## src/rtl/fetch_unit_if.sv

```systemverilog
// fetch_unit_if: instruction-memory request/response bundle.
// master drives req/addr; slave returns ready, rvalid, rdata, err.
interface fetch_unit_if;
  logic        imem_req_o;
  logic [31:0] imem_addr_o;
  logic        imem_ready_i;
  logic        imem_rvalid_i;
  logic [31:0] imem_rdata_i;
  logic        imem_err_i;

  modport master (
    output imem_req_o,
    output imem_addr_o,
    input  imem_ready_i,
    input  imem_rvalid_i,
    input  imem_rdata_i,
    input  imem_err_i
  );

  modport slave (
    input  imem_req_o,
    input  imem_addr_o,
    output imem_ready_i,
    output imem_rvalid_i,
    output imem_rdata_i,
    output imem_err_i
  );
endinterface

```

## src/rtl/fetch_unit.sv

```systemverilog
// fetch_unit: PC, one-outstanding imem fetch, BTB predict (FETCH_BTB_EN), redirect.
// Ports: clk_i/rsn_i, stall/redirect/upd_* in, imem bus (if), fetch_* + stall_fetch_o out.
module fetch_unit #(
  parameter logic [31:0] RESET_PC  = 32'h0000_1000,
  parameter int unsigned BTB_IDX_W = 4,
  parameter logic [31:0] NOP_INSTR = 32'h0000_0013
) (
  input  logic         clk_i,
  input  logic         rsn_i,
  input  logic         stall_core_i,
  input  logic         redirect_i,
  input  logic [31:0]  redirect_pc_i,
  input  logic         upd_valid_i,
  input  logic [31:0]  upd_pc_i,
  input  logic [31:0]  upd_target_i,
  input  logic         upd_taken_i,
  fetch_unit_if.master imem,
  output logic [31:0]  fetch_instr_o,
  output logic [31:0]  fetch_pc_o,
  output logic [31:0]  fetch_pred_pc_o,
  output logic         fetch_prediction_o,
  output logic         fetch_taken_o,
  output logic         fetch_misaligned_instr_exc_o,
  output logic         fetch_instr_fault_exc_o,
  output logic         stall_fetch_o
);

  typedef enum logic [1:0] {
    S_FETCH, S_WAIT, S_HOLD, S_DRAIN
  } state_e;

  state_e      state_q, state_d;
  logic [31:0] pc_q, pc_d;
  logic [31:0] lk_pc_q, lk_pc_d;
  logic [31:0] lk_pred_q, lk_pred_d;
  logic        lk_hit_q, lk_hit_d;
  logic        lk_tk_q, lk_tk_d;
  logic [31:0] instr_q, instr_d;
  logic [31:0] opc_q, opc_d;
  logic [31:0] opred_q, opred_d;
  logic        opr_q, opr_d;
  logic        otk_q, otk_d;
  logic        mis_q, mis_d;
  logic        flt_q, flt_d;
  logic        stall_q, stall_d;

  logic        hit, tk;
  logic [31:0] pc_inc, pred;
  logic        aligned, issue;

  assign pc_inc  = pc_q + 32'd4;
  assign aligned = (pc_q[1:0] == 2'b00);
  // FETCH, or HOLD whose presented word is consumed this cycle
  assign issue   = (state_q == S_FETCH) ||
                   (state_q == S_HOLD && !stall_core_i);

`ifdef FETCH_BTB_EN
  localparam int unsigned N     = 1 << BTB_IDX_W;
  localparam int unsigned TAG_W = 32 - BTB_IDX_W - 2;

  logic [N-1:0]         v_q;
  logic [TAG_W-1:0]     tag_q [N];
  logic [31:0]          tgt_q [N];
  logic [1:0]           ctr_q [N];
  logic [BTB_IDX_W-1:0] lidx, uidx;
  logic [TAG_W-1:0]     ltag, utag;
  logic                 uhit;
  logic                 unused_upd;

  assign lidx = pc_q[BTB_IDX_W+1:2];
  assign ltag = pc_q[31:BTB_IDX_W+2];
  assign uidx = upd_pc_i[BTB_IDX_W+1:2];
  assign utag = upd_pc_i[31:BTB_IDX_W+2];
  assign hit  = v_q[lidx] && (tag_q[lidx] == ltag);
  assign uhit = v_q[uidx] && (tag_q[uidx] == utag);
  assign tk   = hit && ctr_q[lidx][1];
  assign pred = tk ? tgt_q[lidx] : pc_inc;
  assign unused_upd = ^upd_pc_i[1:0];

  always_ff @(posedge clk_i or negedge rsn_i) begin
    if (!rsn_i) v_q <= '0;
    else if (upd_valid_i && !uhit && upd_taken_i)
      v_q[uidx] <= 1'b1;
  end

  // payload is only meaningful behind a set valid bit
  always_ff @(posedge clk_i) begin
    if (upd_valid_i) begin
      if (uhit) begin
        if (upd_taken_i) begin
          if (ctr_q[uidx] != 2'b11)
            ctr_q[uidx] <= ctr_q[uidx] + 2'd1;
          tgt_q[uidx] <= upd_target_i;
        end else if (ctr_q[uidx] != 2'b00) begin
          ctr_q[uidx] <= ctr_q[uidx] - 2'd1;
        end
      end else if (upd_taken_i) begin
        tag_q[uidx] <= utag;
        tgt_q[uidx] <= upd_target_i;
        ctr_q[uidx] <= 2'b10;
      end
    end
  end
`else
  localparam int unsigned unused_idx_w = BTB_IDX_W;
  logic unused_upd;

  assign hit  = 1'b0;
  assign tk   = 1'b0;
  assign pred = pc_inc;
  assign unused_upd = ^{upd_valid_i, upd_pc_i,
                        upd_target_i, upd_taken_i};
`endif

  // redirect gates the request so nothing is accepted on a kill
  assign imem.imem_req_o  = rsn_i && !redirect_i &&
                            issue && aligned;
  assign imem.imem_addr_o = pc_q;

  always_ff @(posedge clk_i or negedge rsn_i) begin
    if (!rsn_i) state_q <= S_FETCH;
    else        state_q <= state_d;
  end

  always_comb begin
    state_d = state_q;
    if (redirect_i) begin
      if (state_q == S_WAIT || state_q == S_DRAIN)
        state_d = imem.imem_rvalid_i ? S_FETCH : S_DRAIN;
      else
        state_d = S_FETCH;
    end else begin
      unique case (1'b1)
        issue: begin
          if (!aligned)               state_d = S_HOLD;
          else if (imem.imem_ready_i) state_d = S_WAIT;
          else                        state_d = S_FETCH;
        end
        (state_q == S_WAIT):
          if (imem.imem_rvalid_i) state_d = S_HOLD;
        (state_q == S_DRAIN):
          if (imem.imem_rvalid_i) state_d = S_FETCH;
        default: ;
      endcase
    end
  end

  always_comb begin
    pc_d      = pc_q;
    lk_pc_d   = lk_pc_q;
    lk_pred_d = lk_pred_q;
    lk_hit_d  = lk_hit_q;
    lk_tk_d   = lk_tk_q;
    instr_d   = instr_q;
    opc_d     = opc_q;
    opred_d   = opred_q;
    opr_d     = opr_q;
    otk_d     = otk_q;
    mis_d     = mis_q;
    flt_d     = flt_q;
    stall_d   = stall_q;
    if (redirect_i) begin
      pc_d    = redirect_pc_i;
      instr_d = '0;
      opc_d   = '0;
      opred_d = '0;
      opr_d   = 1'b0;
      otk_d   = 1'b0;
      mis_d   = 1'b0;
      flt_d   = 1'b0;
      stall_d = 1'b1;
    end else begin
      unique case (1'b1)
        issue: begin
          if (!aligned) begin
            instr_d = NOP_INSTR;
            opc_d   = pc_q;
            opred_d = pc_inc;
            opr_d   = 1'b0;
            otk_d   = 1'b0;
            mis_d   = 1'b1;
            flt_d   = 1'b0;
            stall_d = 1'b0;
            pc_d    = pc_inc;
          end else begin
            stall_d = 1'b1;
            if (imem.imem_ready_i) begin
              lk_pc_d   = pc_q;
              lk_pred_d = pred;
              lk_hit_d  = hit;
              lk_tk_d   = tk;
              pc_d      = pred;
            end
          end
        end
        (state_q == S_WAIT): begin
          if (imem.imem_rvalid_i) begin
            instr_d = imem.imem_err_i ? NOP_INSTR
                                      : imem.imem_rdata_i;
            opc_d   = lk_pc_q;
            opred_d = lk_pred_q;
            opr_d   = lk_hit_q;
            otk_d   = lk_tk_q;
            mis_d   = 1'b0;
            flt_d   = imem.imem_err_i;
            stall_d = 1'b0;
          end
        end
        default: ;
      endcase
    end
  end

  always_ff @(posedge clk_i or negedge rsn_i) begin
    if (!rsn_i) begin
      pc_q      <= RESET_PC;
      lk_pc_q   <= '0;
      lk_pred_q <= '0;
      lk_hit_q  <= 1'b0;
      lk_tk_q   <= 1'b0;
      instr_q   <= '0;
      opc_q     <= '0;
      opred_q   <= '0;
      opr_q     <= 1'b0;
      otk_q     <= 1'b0;
      mis_q     <= 1'b0;
      flt_q     <= 1'b0;
      stall_q   <= 1'b1;
    end else begin
      pc_q      <= pc_d;
      lk_pc_q   <= lk_pc_d;
      lk_pred_q <= lk_pred_d;
      lk_hit_q  <= lk_hit_d;
      lk_tk_q   <= lk_tk_d;
      instr_q   <= instr_d;
      opc_q     <= opc_d;
      opred_q   <= opred_d;
      opr_q     <= opr_d;
      otk_q     <= otk_d;
      mis_q     <= mis_d;
      flt_q     <= flt_d;
      stall_q   <= stall_d;
    end
  end

  assign fetch_instr_o                = instr_q;
  assign fetch_pc_o                   = opc_q;
  assign fetch_pred_pc_o              = opred_q;
  assign fetch_prediction_o           = opr_q;
  assign fetch_taken_o                = otk_q;
  assign fetch_misaligned_instr_exc_o = mis_q;
  assign fetch_instr_fault_exc_o      = flt_q;
  assign stall_fetch_o                = stall_q;

endmodule

```

## src/flat_wrapper.sv

```systemverilog
// flat-port wrapper written by rule: the top's interface ports become plain ports
module fetch_unit_flat 
#(
  parameter logic [31:0] RESET_PC  = 32'h0000_1000,
  parameter int unsigned BTB_IDX_W = 4,
  parameter logic [31:0] NOP_INSTR = 32'h0000_0013
)
  (clk_i, rsn_i, stall_core_i, redirect_i, redirect_pc_i, upd_valid_i, upd_pc_i, upd_target_i, upd_taken_i, fetch_instr_o, fetch_pc_o, fetch_pred_pc_o, fetch_prediction_o, fetch_taken_o, fetch_misaligned_instr_exc_o, fetch_instr_fault_exc_o, stall_fetch_o, imem_imem_req_o, imem_imem_addr_o, imem_imem_ready_i, imem_imem_rvalid_i, imem_imem_rdata_i, imem_imem_err_i);
  fetch_unit_if imem_i ();
  input  logic clk_i;
  input  logic rsn_i;
  input  logic stall_core_i;
  input  logic redirect_i;
  input  logic [31:0] redirect_pc_i;
  input  logic upd_valid_i;
  input  logic [31:0] upd_pc_i;
  input  logic [31:0] upd_target_i;
  input  logic upd_taken_i;
  output logic [31:0] fetch_instr_o;
  output logic [31:0] fetch_pc_o;
  output logic [31:0] fetch_pred_pc_o;
  output logic fetch_prediction_o;
  output logic fetch_taken_o;
  output logic fetch_misaligned_instr_exc_o;
  output logic fetch_instr_fault_exc_o;
  output logic stall_fetch_o;
  output wire logic [$bits(imem_i.imem_req_o)-1:0] imem_imem_req_o;
  output wire logic [$bits(imem_i.imem_addr_o)-1:0] imem_imem_addr_o;
  input wire logic [$bits(imem_i.imem_ready_i)-1:0] imem_imem_ready_i;
  input wire logic [$bits(imem_i.imem_rvalid_i)-1:0] imem_imem_rvalid_i;
  input wire logic [$bits(imem_i.imem_rdata_i)-1:0] imem_imem_rdata_i;
  input wire logic [$bits(imem_i.imem_err_i)-1:0] imem_imem_err_i;
  assign imem_imem_req_o = imem_i.imem_req_o;
  assign imem_imem_addr_o = imem_i.imem_addr_o;
  assign imem_i.imem_ready_i = imem_imem_ready_i;
  assign imem_i.imem_rvalid_i = imem_imem_rvalid_i;
  assign imem_i.imem_rdata_i = imem_imem_rdata_i;
  assign imem_i.imem_err_i = imem_imem_err_i;
  fetch_unit #(.RESET_PC(RESET_PC), .BTB_IDX_W(BTB_IDX_W), .NOP_INSTR(NOP_INSTR)) u_core (.clk_i(clk_i), .rsn_i(rsn_i), .stall_core_i(stall_core_i), .redirect_i(redirect_i), .redirect_pc_i(redirect_pc_i), .upd_valid_i(upd_valid_i), .upd_pc_i(upd_pc_i), .upd_target_i(upd_target_i), .upd_taken_i(upd_taken_i), .imem(imem_i), .fetch_instr_o(fetch_instr_o), .fetch_pc_o(fetch_pc_o), .fetch_pred_pc_o(fetch_pred_pc_o), .fetch_prediction_o(fetch_prediction_o), .fetch_taken_o(fetch_taken_o), .fetch_misaligned_instr_exc_o(fetch_misaligned_instr_exc_o), .fetch_instr_fault_exc_o(fetch_instr_fault_exc_o), .stall_fetch_o(stall_fetch_o));
endmodule
```

## config.mk

```make
export PLATFORM = sky130hd
export DESIGN_NAME = fetch_unit_flat
export DESIGN_NICKNAME = d
export VERILOG_FILES = /design/src/rtl/fetch_unit_if.sv /design/src/rtl/fetch_unit.sv /design/src/flat_wrapper.sv
export SDC_FILE = /design/constraint.sdc
export NUM_CORES = 1
export LEC_CHECK = 0
export CAP_MARGIN = 20
export CORE_ASPECT_RATIO = 1.1
export CORE_UTILIZATION = 50
export DETAILED_ROUTE_END_ITERATION = 12
export DONT_BUFFER_PORTS = 1
export HOLD_SLACK_MARGIN = 0.15
export SLEW_MARGIN = 20
export SYNTH_ARGS = -nofsm -noshare
export SYNTH_HDL_FRONTEND = slang
export SYNTH_SLANG_ARGS = --single-unit
```

## constraint.sdc

```tcl
create_clock -name clk_i -period 6.4 [get_ports clk_i]
set_input_delay 0.64 -clock clk_i [delete_from_list [all_inputs] [get_ports clk_i]]
set_output_delay 0.64 -clock clk_i [all_outputs]
set_load 0.005 [all_outputs]
```

== Yosys cells after proc, flatten, opt, wreduce, memory -nomap -nowiden ==
Index checks and enable logic that the tools add are counted.

* Input port bits: 137
* Bits in registers: 198
* Logic and storage cells: 76
* Output and inout bits: 134

* Equality and inequality tests: 7
* Reductions and logical operators: 18
* Bitwise operators: 1
* Add/sub/neg operators: 1
* Muxes and demuxes: 38

{| class="wikitable"
|+ Operators with widths
! operator !! count
|-
| 32-bit two-way mux || 14
|-
| 32-bit one-hot mux with 2 select lines || 3
|-
| 32-bit by 3-bit adder with 32-bit output (second input constant) || 1
|-
| 2-bit two-way mux || 6
|-
| 3-bit inequality test (second input constant) || 4
|-
| 1-bit two-way mux || 10
|-
| 1-bit one-hot mux with 2 select lines || 4
|-
| 2-bit one-hot mux with 3 select lines || 1
|-
| 3-bit AND reduction || 2
|-
| 2-bit equality test (second input constant) || 2
|-
| 1-bit logical AND || 4
|-
| 2-bit zero test || 2
|-
| 2-bit AND reduction || 2
|-
| 4-bit AND reduction || 1
|-
| 4-bit nonzero test || 1
|-
| 3-bit nonzero test || 1
|-
| 2-bit by 1-bit equality test with 1-bit output (second input constant) || 1
|-
| 1-bit zero test || 2
|-
| 1-bit logical OR || 2
|-
| 2-bit nonzero test || 1
|-
| 1-bit inverter || 1
|}

== Longest topological paths before layout ==
* Word-level depth: 5
* Depth in mapped cells: 9
* Mapped depth without buffers: 6

== Worst setup path after synthesis ==
Ideal clock, no wire load.

* Path type: register to register
* Start point: register u_core.pc_q[2], in the netlist u_core.imem.imem_addr_o[2]
* End point: register u_core.pc_q[26], in the netlist u_core.imem.imem_addr_o[26]
* Arrival: 2376 ps
* Buffers on the path: 0
* Period minus slack after synthesis: 2502 ps
* Setup time: 126 ps
* Setup slack: 3898 ps
* Required time: 6274 ps
* Stages on the path, launching flop included: 7
* Cell sequence: dfrtp_1 -> ha_1 -> nand2_1 -> or4_4 -> or4_4 -> mux2_1 -> a221o_1

* Word-level cells in the longest chain between the ends: 5

{| class="wikitable"
|+ Ends and longest elaborated chain
! what !! line !! text
|-
| from (decl) || fetch_unit.sv:33 || <nowiki>logic [31:0] pc_q, pc_d;</nowiki>
|-
| from (signal assigned) || fetch_unit.sv:230 || <nowiki>pc_q <= pc_d;</nowiki>
|-
| 32-bit by 3-bit adder with 32-bit output * || fetch_unit.sv:51 || <nowiki>assign pc_inc = pc_q + 32'd4;</nowiki>
|-
| 32-bit two-way mux || fetch_unit.sv:187 || <nowiki>if (imem.imem_ready_i) begin</nowiki>
|-
| 32-bit two-way mux * || fetch_unit.sv:175 || <nowiki>if (!aligned) begin</nowiki>
|-
| 32-bit two-way mux * || fetch_unit.sv:173 || <nowiki>unique case (1'b1)</nowiki>
|-
| 32-bit two-way mux * || fetch_unit.sv:162 || <nowiki>if (redirect_i) begin</nowiki>
|}

Mark *: on every way between the ends. The rest lies on a longest branch, timed or not. The select of a mux whose other input is x is not followed.
A chain may end at the register's enable or synchronous reset.

== Worst setup path in the final report ==
* Start point: register u_core.pc_q[15], in the netlist u_core.imem.imem_addr_o[15]
* End point: register u_core.lk_pred_q[30]

* Word-level cells in the longest chain between the ends: 1

{| class="wikitable"
|+ Ends and longest elaborated chain
! what !! line !! text
|-
| 32-bit by 3-bit adder with 32-bit output || fetch_unit.sv:51 ||
|-
| to (signal assigned) || fetch_unit.sv:232 || <nowiki>lk_pred_q <= lk_pred_d;</nowiki>
|-
| to (decl) || fetch_unit.sv:35 || <nowiki>logic [31:0] lk_pred_q, lk_pred_d;</nowiki>
|}

No other way between the ends.

==> results by group <==
Setup path
  • Crit path capture type: flop
  • Worst R2R End: u_core.lk_pred_q[30]
  • Crit start category: flop
  • R2r startpoint: u_core.imem.imem_addr_o[15]
  • Worst Path Arrival: around 3200 ps
  • Delay-heaviest family, CP: simple AND/OR/NAND/NOR gates
  • FF-to-FF path depth: 5
  • Crit Path Max Fanout: 15
  • CP max stage delay: between 800 and 900 ps
  • Cells along the critical path: nand4_1 > nor2_1 > nor4b_1 > xnor2_1 > o21ai_0
  • WS Path Type: reg2reg
  • CP required: roughly 6700 ps
  • Crit path max-delay cell type: nor2_1
  • R2R setup slack: 3510 ps
  • WP buf/inv: 0

Floorplanning
  • DIE AREA: 18500 sq um
  • Row cnt: 50
  • Die span in x: 130 um
  • DIE HEIGHT: 142 um
  • I/O pins: between 200 and 300
  • Initial Util: 0.519
  • Core area: 17300 sq um

Clock network
  • H-tree levels: 4
  • # clock sinks: slightly below 200
  • Worst-path clk slew: 70 ps
  • CTS buffer count: 17
  • Setup bufs post-CTS: 0
  • CTS tree: done
  • Clk root buf: clkbuf_16
  • Worst-Skew Late Latency: 440 ps
  • Clock Path Buffers: 2
  • Post_cts resized: 0

Timing
  • Fmax: 346 MHz
  • RSZ-0062 raised after global routing: no
  • Skew final: 9.87 ps
  • Max-slew violation count: 0
  • Slew of the pin with the lowest slew margin: 1030 ps
  • Final min period: approximately 2900 ps
  • TNS Setup: 0 ps
  • Slew Limit Headroom: 0.311
  • Final Hold Violating Endpoints: 0
  • Part of the cycle the worst path needs: 0.452
  • Endpoints failing setup: 0

Route
  • DRC: 0
  • WL final: 21.0 mm
  • Post-route ant nets: 0
  • Drt initial violations: 334
  • Drt pass-1 iters: 5
  • Vias: roughly 6300
  • Avg WL per Cell: 19.2 um
  • Post-DR vias/cell: 5.74

GRT
  • Largest net degree at the start of global routing: slightly below 200
  • All-Layer GR Usage: 0.235
  • Vias in the first global route: 6062
  • First-pass GRT wire length: 33.0 mm
  • Overflow after GRT: 0
  • Initial antenna violation count: 0

Place
  • Port bufs: 0
  • Placed instance area: 8950 sq um
  • DP HPWL: roughly 14 mm
  • Routability cong.: ~0.78
  • Inst Count DP: approximately 1100

Power and ir drop
  • Worst VDD drop: 184 uV
  • Pleak: 4.14 nW
  • Power Density: 327 nW/um^2
  • Final Power: 3.13 mW

Yosys
  • Ys Warns: 0
  • Post-synth EDFFs: 0
  • Post-Syn Area: 8960 sq um
  • Asr flop ratio synth: 1.00
  • Library cells used by synthesis: 48
  • Synth Instances: 899
  • #FFs+latches synth: 193
  • Syn Area/Cell: 9.97 sq um
  • Sequential-to-total area share from yosys stat: 0.539
  • Main synth FF type: dfrtp_1

Outcome
  • Outcome: complete, no violations

Worst hold path
  • HP Class: in2async

Finish
  • Nets@finish: 984
  • Commonest non-fill, non-tap cell in the layout: dfrtp_1
  • Commonest non-fill, non-tap cells in the layout: 191 x dfrtp_1, 189 x nand2_1, 84 x o21ai_0, 49 x nand3_1, 37 x o31ai_1
  • Layout cells sized above 1: 0.0955
  • Fill count: 1555
  • Ant. Diodes: 0
  • Area added between synthesis and finish: 6.80%
  • Filler-free cell count of the finished design: 1093
  • Final instance area: 9570 sq um

Flow run
  • Max Cap Viol: 0
layout make-up:
class	count	area, sq um	area share
repair buffers	8	80.1	0.00837
flip-flops and latches	193	4830	0.505
clock buffers	19	433	0.0452
multi-input cells	622	3760	0.393
well taps	234	293	0.0306
inverters	4	15.0	0.00157
clock inverters	13	158	0.0165
state kept, by name, summed over array words and instances, names as in the netlist:
| register | flops |
|---|---|
| u_core.fetch_instr_fault_exc_o | 1 |
| u_core.fetch_instr_o | 32 |
| u_core.fetch_misaligned_instr_exc_o | 1 |
| u_core.fetch_pc_o | 30 |
| u_core.fetch_pred_pc_o | 32 |
| u_core.imem.imem_addr_o | 32 |
| u_core.lk_pc_q | 30 |
| u_core.lk_pred_q | 32 |
| u_core.stall_fetch_o | 1 |
| u_core.state_q | 2 |
layer usage:
layer / up-vias / track usage / wire length [um]
li1: 2978 / - / -
met1: 3082 / 0.307 / 9230
met2: 197 / 0.375 / 9840
met3: 16 / 0.0782 / 1760
met4: 0 / 0.0636 / 206
met5: - / 0 / 0
per-stage QoR:
step	setup slack, ps	utilization	hold WS (ps)
after floorplan	3900	-	344
after global placement	3500	0.519	348
after detailed placement	3430	0.519	348
after CTS	3500	0.554	289
after global routing	3240	0.554	282
final	3510	0.554	173
how the worst max path moves through the flow:
stage | slack, ps | start | endpoint | depth (start not counted)
6_report | 3510 | u_core.imem.imem_addr_o[15] | u_core.lk_pred_q[30] | 5
5_1_grt | 3240 | u_core.state_q[1] | u_core.fetch_pred_pc_o[12] | 6
3_5_place_dp | 3430 | stall_core_i | u_core.fetch_pred_pc_o[12] | 6
2_1_floorplan | 3900 | u_core.imem.imem_addr_o[2] | u_core.imem.imem_addr_o[26] | 6
3_3_place_gp | 3500 | stall_core_i | u_core.fetch_pred_pc_o[12] | 6
4_1_cts | 3500 | u_core.state_q[1] | u_core.fetch_pred_pc_o[12] | 6
where the power goes:
| group | switching, mW | leakage (nW) | total [mW] | internal (mW) |
|---|---|---|---|---|
| registers | 0.189 | 2.49 | 1.63 | 1.44 |
| clock network | 0.466 | 0.292 | 1.08 | 0.616 |
| logic | 0.234 | 1.36 | 0.416 | 0.181 |
| total | 0.890 | 4.14 | 3.13 | 2.24 |
logic make-up (layout without fill, tap and decap cells):
group,count (synthesis),in the layout,share of synthesized area
and+or+nand+nor,334,334,0.169
AOI/OAI and AO/OA,167,167,0.115
muxes,64,64,0.0759
xor gates and xnor gates,54,54,0.0528
buffers and inverters,85,44,0.0466
other,1,2,0.000418
DFF,193,193,0.539
adders and majority gates,1,1,0.00140
cell usage after synthesis, types with 2 or more instances:
master / instances / share of area
a211oi_1: 4 / 0.0034
a21o_1: 6 / 0.0050
a21oi_1: 11 / 0.0061
a22o_1: 6 / 0.0059
a22oi_1: 7 / 0.0059
a32oi_1: 2 / 0.0020
and2_1: 9 / 0.0063
and3_1: 3 / 0.0021
and4_1: 3 / 0.0029
buf_1: 7 / 0.0029
buf_2: 2 / 0.0011
buf_4: 14 / 0.012
buf_6: 4 / 0.0050
clkbuf_1: 51 / 0.021
clkbuf_2: 2 / 0.0011
dfrtp_1: 191 / 0.53
dfstp_2: 2 / 0.0059
inv_1: 4 / 0.0017
mux2_2: 31 / 0.039
mux2i_1: 32 / 0.036
nand2_1: 190 / 0.080
nand2b_1: 4 / 0.0028
nand3_1: 49 / 0.027
nand4_1: 19 / 0.013
nor2_1: 25 / 0.010
nor2b_1: 4 / 0.0028
nor3_1: 16 / 0.0089
nor4_1: 5 / 0.0035
o211ai_1: 5 / 0.0042
o21ai_0: 84 / 0.047
o31ai_1: 37 / 0.031
or4_4: 2 / 0.0025
xnor2_1: 27 / 0.026
xor2_1: 27 / 0.026
repair_timing:
| item | in CTS | in global routing |
|---|---|---|
| hold buffers | 1 | 0 |
| endpoints found under the hold margin | 193 | 0 |
| setup endpoints to repair | 0 | 0 |
No activity file was read; power rests on OpenSTA's default activity.
